--- src/rtl/dds_rom_sched.sv ---
// Multi-channel DDS scheduler: N_CH phase accumulators share one synchronous sine ROM via a round-robin arbiter.
// Latency: grant in cycle t, ROM data in t+1, smp_valid_o[k] high in t+2; at most one ROM read per cycle.
// Backpressure: a channel with an unconsumed sample (valid & ~ready) or a read in flight stops requesting; others continue.
//
// Ports:
//   clk_i, arst_n_i            clock, asynchronous active-low reset (deassertion synchronised internally)
//   en_i[N_CH]                 per-channel enable
//   cfg_we_i/cfg_ch_i          config write strobe / target channel
//   cfg_ftw_i/cfg_poff_i       tuning word / phase offset loaded on write
//   cfg_clr_i                  with cfg_we_i: zero the target accumulator
//   rom_addr_o/rom_data_i      ROM address (registered hold when idle) / read data one cycle later
//   smp_valid_o/smp_data_o     per-channel sample valid / packed samples (channel k at [k*DATA_W +: DATA_W])
//   smp_ready_i                per-channel consumer ready
module dds_rom_sched #(
    parameter int N_CH    = 4,
    parameter int PHASE_W = 32,
    parameter int ADDR_W  = 8,
    parameter int DATA_W  = 8
) (
    input  logic                       clk_i,
    input  logic                       arst_n_i,
    input  logic [N_CH-1:0]            en_i,
    input  logic                       cfg_we_i,
    input  logic [$clog2(N_CH)-1:0]    cfg_ch_i,
    input  logic [PHASE_W-1:0]         cfg_ftw_i,
    input  logic [PHASE_W-1:0]         cfg_poff_i,
    input  logic                       cfg_clr_i,
    output logic [ADDR_W-1:0]          rom_addr_o,
    input  logic [DATA_W-1:0]          rom_data_i,
    output logic [N_CH-1:0]            smp_valid_o,
    output logic [N_CH*DATA_W-1:0]     smp_data_o,
    input  logic [N_CH-1:0]            smp_ready_i
);
    localparam int CH_W = $clog2(N_CH);

    // Reset asserts asynchronously, releases two clocks after arst_n_i rises.
    logic [1:0] rst_sync_q;
    logic       rst_n;

    always_ff @(posedge clk_i or negedge arst_n_i) begin
        if (!arst_n_i) rst_sync_q <= 2'b00;
        else           rst_sync_q <= {rst_sync_q[0], 1'b1};
    end
    assign rst_n = rst_sync_q[1];

    logic [PHASE_W-1:0] acc_q  [N_CH];
    logic [PHASE_W-1:0] ftw_q  [N_CH];
    logic [PHASE_W-1:0] poff_q [N_CH];
    logic [DATA_W-1:0]  hold_q [N_CH];
    logic [N_CH-1:0]    valid_q;
    logic [N_CH-1:0]    pend_q;
    logic [CH_W-1:0]    last_q;
    logic [CH_W-1:0]    rd_ch_q;
    logic               rd_vld_q;
    logic [ADDR_W-1:0]  rom_addr_q;

    logic [N_CH-1:0]    req;
    logic               gnt_vld;
    logic [CH_W-1:0]    gnt_ch;
    logic [CH_W-1:0]    cand;

    // A channel may re-request as soon as its slot will be free at the landing edge.
    always_comb begin
        req = en_i & ~pend_q & (~valid_q | smp_ready_i) & {N_CH{rst_n}};
    end

    // Round-robin: first requester found scanning upward from last_q+1.
    always_comb begin
        gnt_vld = 1'b0;
        gnt_ch  = last_q;
        cand    = '0;
        for (int i = 1; i <= N_CH; i++) begin
            cand = CH_W'((int'(last_q) + i) % N_CH);
            if (!gnt_vld && req[cand]) begin
                gnt_vld = 1'b1;
                gnt_ch  = cand;
            end
        end
    end

    // Address uses pre-write acc/poff even if a config write hits this channel now.
    always_comb begin
        if (gnt_vld)
            rom_addr_o = ADDR_W'((acc_q[gnt_ch] + poff_q[gnt_ch]) >> (PHASE_W - ADDR_W));
        else
            rom_addr_o = rom_addr_q;
    end

    always_ff @(posedge clk_i or negedge rst_n) begin
        if (!rst_n) begin
            rd_vld_q   <= 1'b0;
            rd_ch_q    <= '0;
            last_q     <= CH_W'(N_CH - 1);
            rom_addr_q <= '0;
        end else begin
            rd_vld_q <= gnt_vld;
            rd_ch_q  <= gnt_ch;
            if (gnt_vld) begin
                last_q     <= gnt_ch;
                rom_addr_q <= rom_addr_o;
            end
        end
    end

    // Accumulate with the old ftw; a same-cycle clear of the channel wins (later assignment).
    always_ff @(posedge clk_i or negedge rst_n) begin
        if (!rst_n) begin
            for (int k = 0; k < N_CH; k++) begin
                acc_q[k]  <= '0;
                ftw_q[k]  <= '0;
                poff_q[k] <= '0;
            end
        end else begin
            for (int k = 0; k < N_CH; k++) begin
                if (gnt_vld && gnt_ch == CH_W'(k))
                    acc_q[k] <= acc_q[k] + ftw_q[k];
                if (cfg_we_i && cfg_ch_i == CH_W'(k)) begin
                    ftw_q[k]  <= cfg_ftw_i;
                    poff_q[k] <= cfg_poff_i;
                    if (cfg_clr_i)
                        acc_q[k] <= '0;
                end
            end
        end
    end

    // Landing data refreshes the holding register; a consume in the same cycle keeps valid high.
    always_ff @(posedge clk_i or negedge rst_n) begin
        if (!rst_n) begin
            valid_q <= '0;
            pend_q  <= '0;
            for (int k = 0; k < N_CH; k++)
                hold_q[k] <= '0;
        end else begin
            for (int k = 0; k < N_CH; k++) begin
                if (rd_vld_q && rd_ch_q == CH_W'(k)) begin
                    hold_q[k]  <= rom_data_i;
                    valid_q[k] <= 1'b1;
                    pend_q[k]  <= 1'b0;
                end else if (valid_q[k] && smp_ready_i[k]) begin
                    valid_q[k] <= 1'b0;
                end
                if (gnt_vld && gnt_ch == CH_W'(k))
                    pend_q[k] <= 1'b1;
            end
        end
    end

    always_comb begin
        smp_valid_o = valid_q;
        smp_data_o  = '0;
        for (int k = 0; k < N_CH; k++)
            smp_data_o[k*DATA_W +: DATA_W] = hold_q[k];
    end

endmodule

--- config.mk ---
export PLATFORM = sky130hd
export DESIGN_NAME = dds_rom_sched
export DESIGN_NICKNAME = d
export VERILOG_FILES = /design/src/rtl/dds_rom_sched.sv
export SDC_FILE = /design/constraint.sdc
export NUM_CORES = 1
export LEC_CHECK = 0
export ABC_AREA = 1
export CORE_UTILIZATION = 40
export CTS_CLUSTER_DIAMETER = 40
export DETAILED_ROUTE_END_ITERATION = 7
export PLACE_DENSITY = 0.6
export SYNTH_ARGS = -nofsm -noshare
export SYNTH_HDL_FRONTEND = slang
export SYNTH_SLANG_ARGS = --single-unit
--- constraint.sdc ---
create_clock -name clk_i -period 40.2 [get_ports clk_i]
set_input_delay 4.02 -clock clk_i [delete_from_list [all_inputs] [get_ports clk_i]]
set_output_delay 4.02 -clock clk_i [all_outputs]
set_load 0.02 [all_outputs]
==> metrics <==
status completed; # hold bufs at CTS 0; die height around 250 um; Hold Fails Final Rpt 0; Psw slightly above 600 uW; core area between 60000 and 70000 um2; Final Max Slew Viols 0; Top delay family on crit path simple AND/OR/NAND/NOR gates; DRC viols 0; PostCTS Resize Cnt 0; clock network power share approximately two fifths; GRT Total Usage ~26%; Critical Path AT 9.59 ns; total chip power approximately 1800 uW; post-synth cell types between 50 and 60; sequential power share approximately a third; Combinational Power Share 27.8%; Power Dens Cells 58.3 nW/um2; share of layout cells above drive strength 1 under 10%; drt via density between 5 and 6; Mapped Cells 3120; synthesized net count roughly 3400; HP Class reg2reg; layout filler cell count between 5000 and 6000; vias in the first global route 22200; PortBufs around 130; grt ovf 0; synth warn 0; CTS H-tree lvls 3; Final setup viols 0; router iterations before antenna repair 5; Synth area leader dfrtp_1; Synth Register Bits 439; first-pass GRT wire length about 130000 um; CP endpoint kind output port; Net Sw Frac 34.7%; cell area after layout a little over 30000 um2; pin count of the biggest net entering global routing 97; Async S/R FF share, synth between 90% and 100%; Starting Density 40.8%; initial antenna violation count 3; worst-case clock skew approximately 0.034 ns; CTS Buf Count slightly above 80; Worst path most repeated cell nand2_1; later-pin clock latency in the skew report between 0.6 and 0.7 ns; pre-CTS setup slack approximately 27 ns; Yosys top cell area share between 40% and 50%; MaxCap Viol Count 0; WS Path Type in2out; P_int about 1100 uW; worst slew pin tran between 1 and 1.5 ns; fin crit share 33.9%; TNS Setup 0 ns; post-route setup slack 26.59 ns; # rows 91; Initial DRC Count between 1500 and 2000; Layout Nets 3480; drt wl/cell between 15 and 20 um; final wirelength 82300 um; antenna-violating nets left 0; IO Pins 130; Post-DP HPWL around 60000 um; Setup Fix Bufs, Post-CTS 0; Worst-path clk slew roughly 0.050 ns; critical path's slowest cell buf_4; routability cong. ~0.96; via count 22800; ys flop type dfrtp_1; CTS Buffer Depth 3; Max stage delay on crit path 0.68 ns; RSZ-0062 raised after global routing false; root buffer cell clkbuf_16; top post-synthesis cells by area dfrtp_1 43%, nand2_1 9.5%, o21ai_0 9.5%; Area after DPL 27300 um2; Data required, critical path about 36 ns; worst path buffer plus inverter count 5; Max rail drop VDD 0.0000432 V; Die X between 200 and 300 um; minimum clock period around 14 ns; CP Launch Type input pin; Pleak ~0.015 uW; TritonCTS clock tree done; Max Freq between 0.07 and 0.08 GHz; area delta synth->final 19.3%; Seq/Total Area, Yosys between 40% and 50%; Post-synth EDFFs 0; Worst slew margin around a quarter; CP max FO 48; Mapped Avg Cell Area 8.11 um2; Synth Cell Area 25300 um2; Clock Sinks 439; DIE AREA roughly 64000 um2
[final timing paths]
path                                               from                         to  slack [ns]  depth (start not counted)
min in group asynchronous       rst_sync_q[1]$_DFF_PN0_      ftw_q[39]$_DFFE_PN0P_        0.37                          0
worst min register to register  rst_sync_q[0]$_DFF_PN0_    rst_sync_q[1]$_DFF_PN0_        0.35                          0
worst max register to register  rst_sync_q[1]$_DFF_PN0_  rom_addr_q[7]$_DFFE_PN0N_       34.86                         24
worst min-delay path            rst_sync_q[0]$_DFF_PN0_    rst_sync_q[1]$_DFF_PN0_        0.35                          0
max in group asynchronous                      arst_n_i    rst_sync_q[1]$_DFF_PN0_       36.50                          1
worst max-delay path                            en_i[2]              rom_addr_o[7]       26.59                         29
[placed cells by master, fill, tap and decap left out, types with 6 or more instances in the layout]
cell             count
o21bai_1             6
clkinvlp_4           7
a21o_1              14
nand2_1            642
a21oi_1            282
a31oi_1             15
inv_2                6
nand3_1             77
buf_4               24
inv_6               13
xor2_1              47
inv_1              307
nor2_1             183
ha_1               154
o21a_1              10
o21ai_0            478
clkinv_2            11
clkdlybuf4s50_1    129
o21ai_1              9
nand4_1             22
a21boi_0            13
o221ai_1            65
a221oi_1             7
clkbuf_1             6
o22a_1              55
nor3_1              31
clkinv_4             9
nor4_1               6
clkbuf_8             9
bufinv_16            9
a211oi_1            23
xnor2_1             53
dfrtp_1            436
clkbuf_16           82
[power groups by stage]
stage / combinational (uW) / clock (uW) / sequential (uW)
2_1_floorplan: 343 / 0 / 558
3_3_place_gp: 477 / 0 / 571
3_5_place_dp: 482 / 0 / 571
4_1_cts: 486 / 717 / 565
5_1_grt: 552 / 738 / 573
6_report: 489 / 704 / 566
[cell usage after synthesis (5+ instances only)]
| cell type | count |
|---|---|
| nand3_1 | 77 |
| inv_2 | 7 |
| a221oi_1 | 7 |
| o21a_1 | 10 |
| o21ai_0 | 478 |
| a21o_1 | 14 |
| o21bai_1 | 6 |
| inv_1 | 310 |
| nor2_1 | 183 |
| nand2_1 | 642 |
| nand4_1 | 22 |
| a21boi_0 | 13 |
| buf_4 | 5 |
| nor4_1 | 6 |
| o22a_1 | 55 |
| dfrtp_1 | 437 |
| nand2_2 | 5 |
| buf_2 | 22 |
| a211oi_1 | 23 |
| clkbuf_1 | 87 |
| o21ai_1 | 9 |
| a21oi_1 | 282 |
| nor3_1 | 31 |
| xnor2_1 | 53 |
| xor2_1 | 47 |
| ha_1 | 154 |
| a31oi_1 | 15 |
| o221ai_1 | 65 |
[registers in the layout (all words and copies together), names as in the netlist]
name	cells
acc_q	128
ftw_q	128
poff_q	128
smp_data_o	32
rom_addr_q	8
pend_q	4
smp_valid_o	4
last_q	2
rd_ch_q	2
rst_sync_q	2
rd_vld_q	1
[metal layers]
layer  vias up  share of wire (%)  track usage, %  wire length [um]
li1      10900                  -               -                 -
met3       139                7.0            4.41              5800
met4         0                3.3            9.54              2730
met5         -                  0               0                 0
met1     11000                 45            36.2             37000
met2       792                 45            40.4             36800
[area by class of cell]
class / instances / area, um2 / area share, %
Multi-Input combinational cell: 2239 / 12600 / 41.8
Inverter: 322 / 1220 / 4.04
Sequential cell: 439 / 11000 / 36.4
Clock inverter: 53 / 648 / 2.15
Tap cell: 837 / 1050 / 3.47
Clock buffer: 97 / 2200 / 7.28
Antenna cell: 2 / 5.00 / 0.0166
Timing Repair Buffer: 153 / 1470 / 4.87
[stage by stage]
stage	std cells	hold slack, ns	utilization, %
2_1_floorplan	3120	0.331	-
3_3_place_gp	3990	0.341	44.1
3_5_place_dp	3990	0.339	44.1
4_1_cts	4140	0.355	48.6
5_1_grt	4140	0.363	48.6
6_report	4142	0.353	48.6
[cell families after synthesis]
logic type               after synthesis  share of synthesized area (%)
flip-flops                           439                           43.4
adder cells (fa/ha/maj)              158                           7.93
buffers and inverters                442                           6.79
XOR/XNOR                             101                           3.53
other                                  1                         0.0148
AO/OA/AOI/OAI                        996                           22.6
AND/OR/NAND/NOR                      983                           15.7
Note: power is estimated with default switching activity, not from simulation.
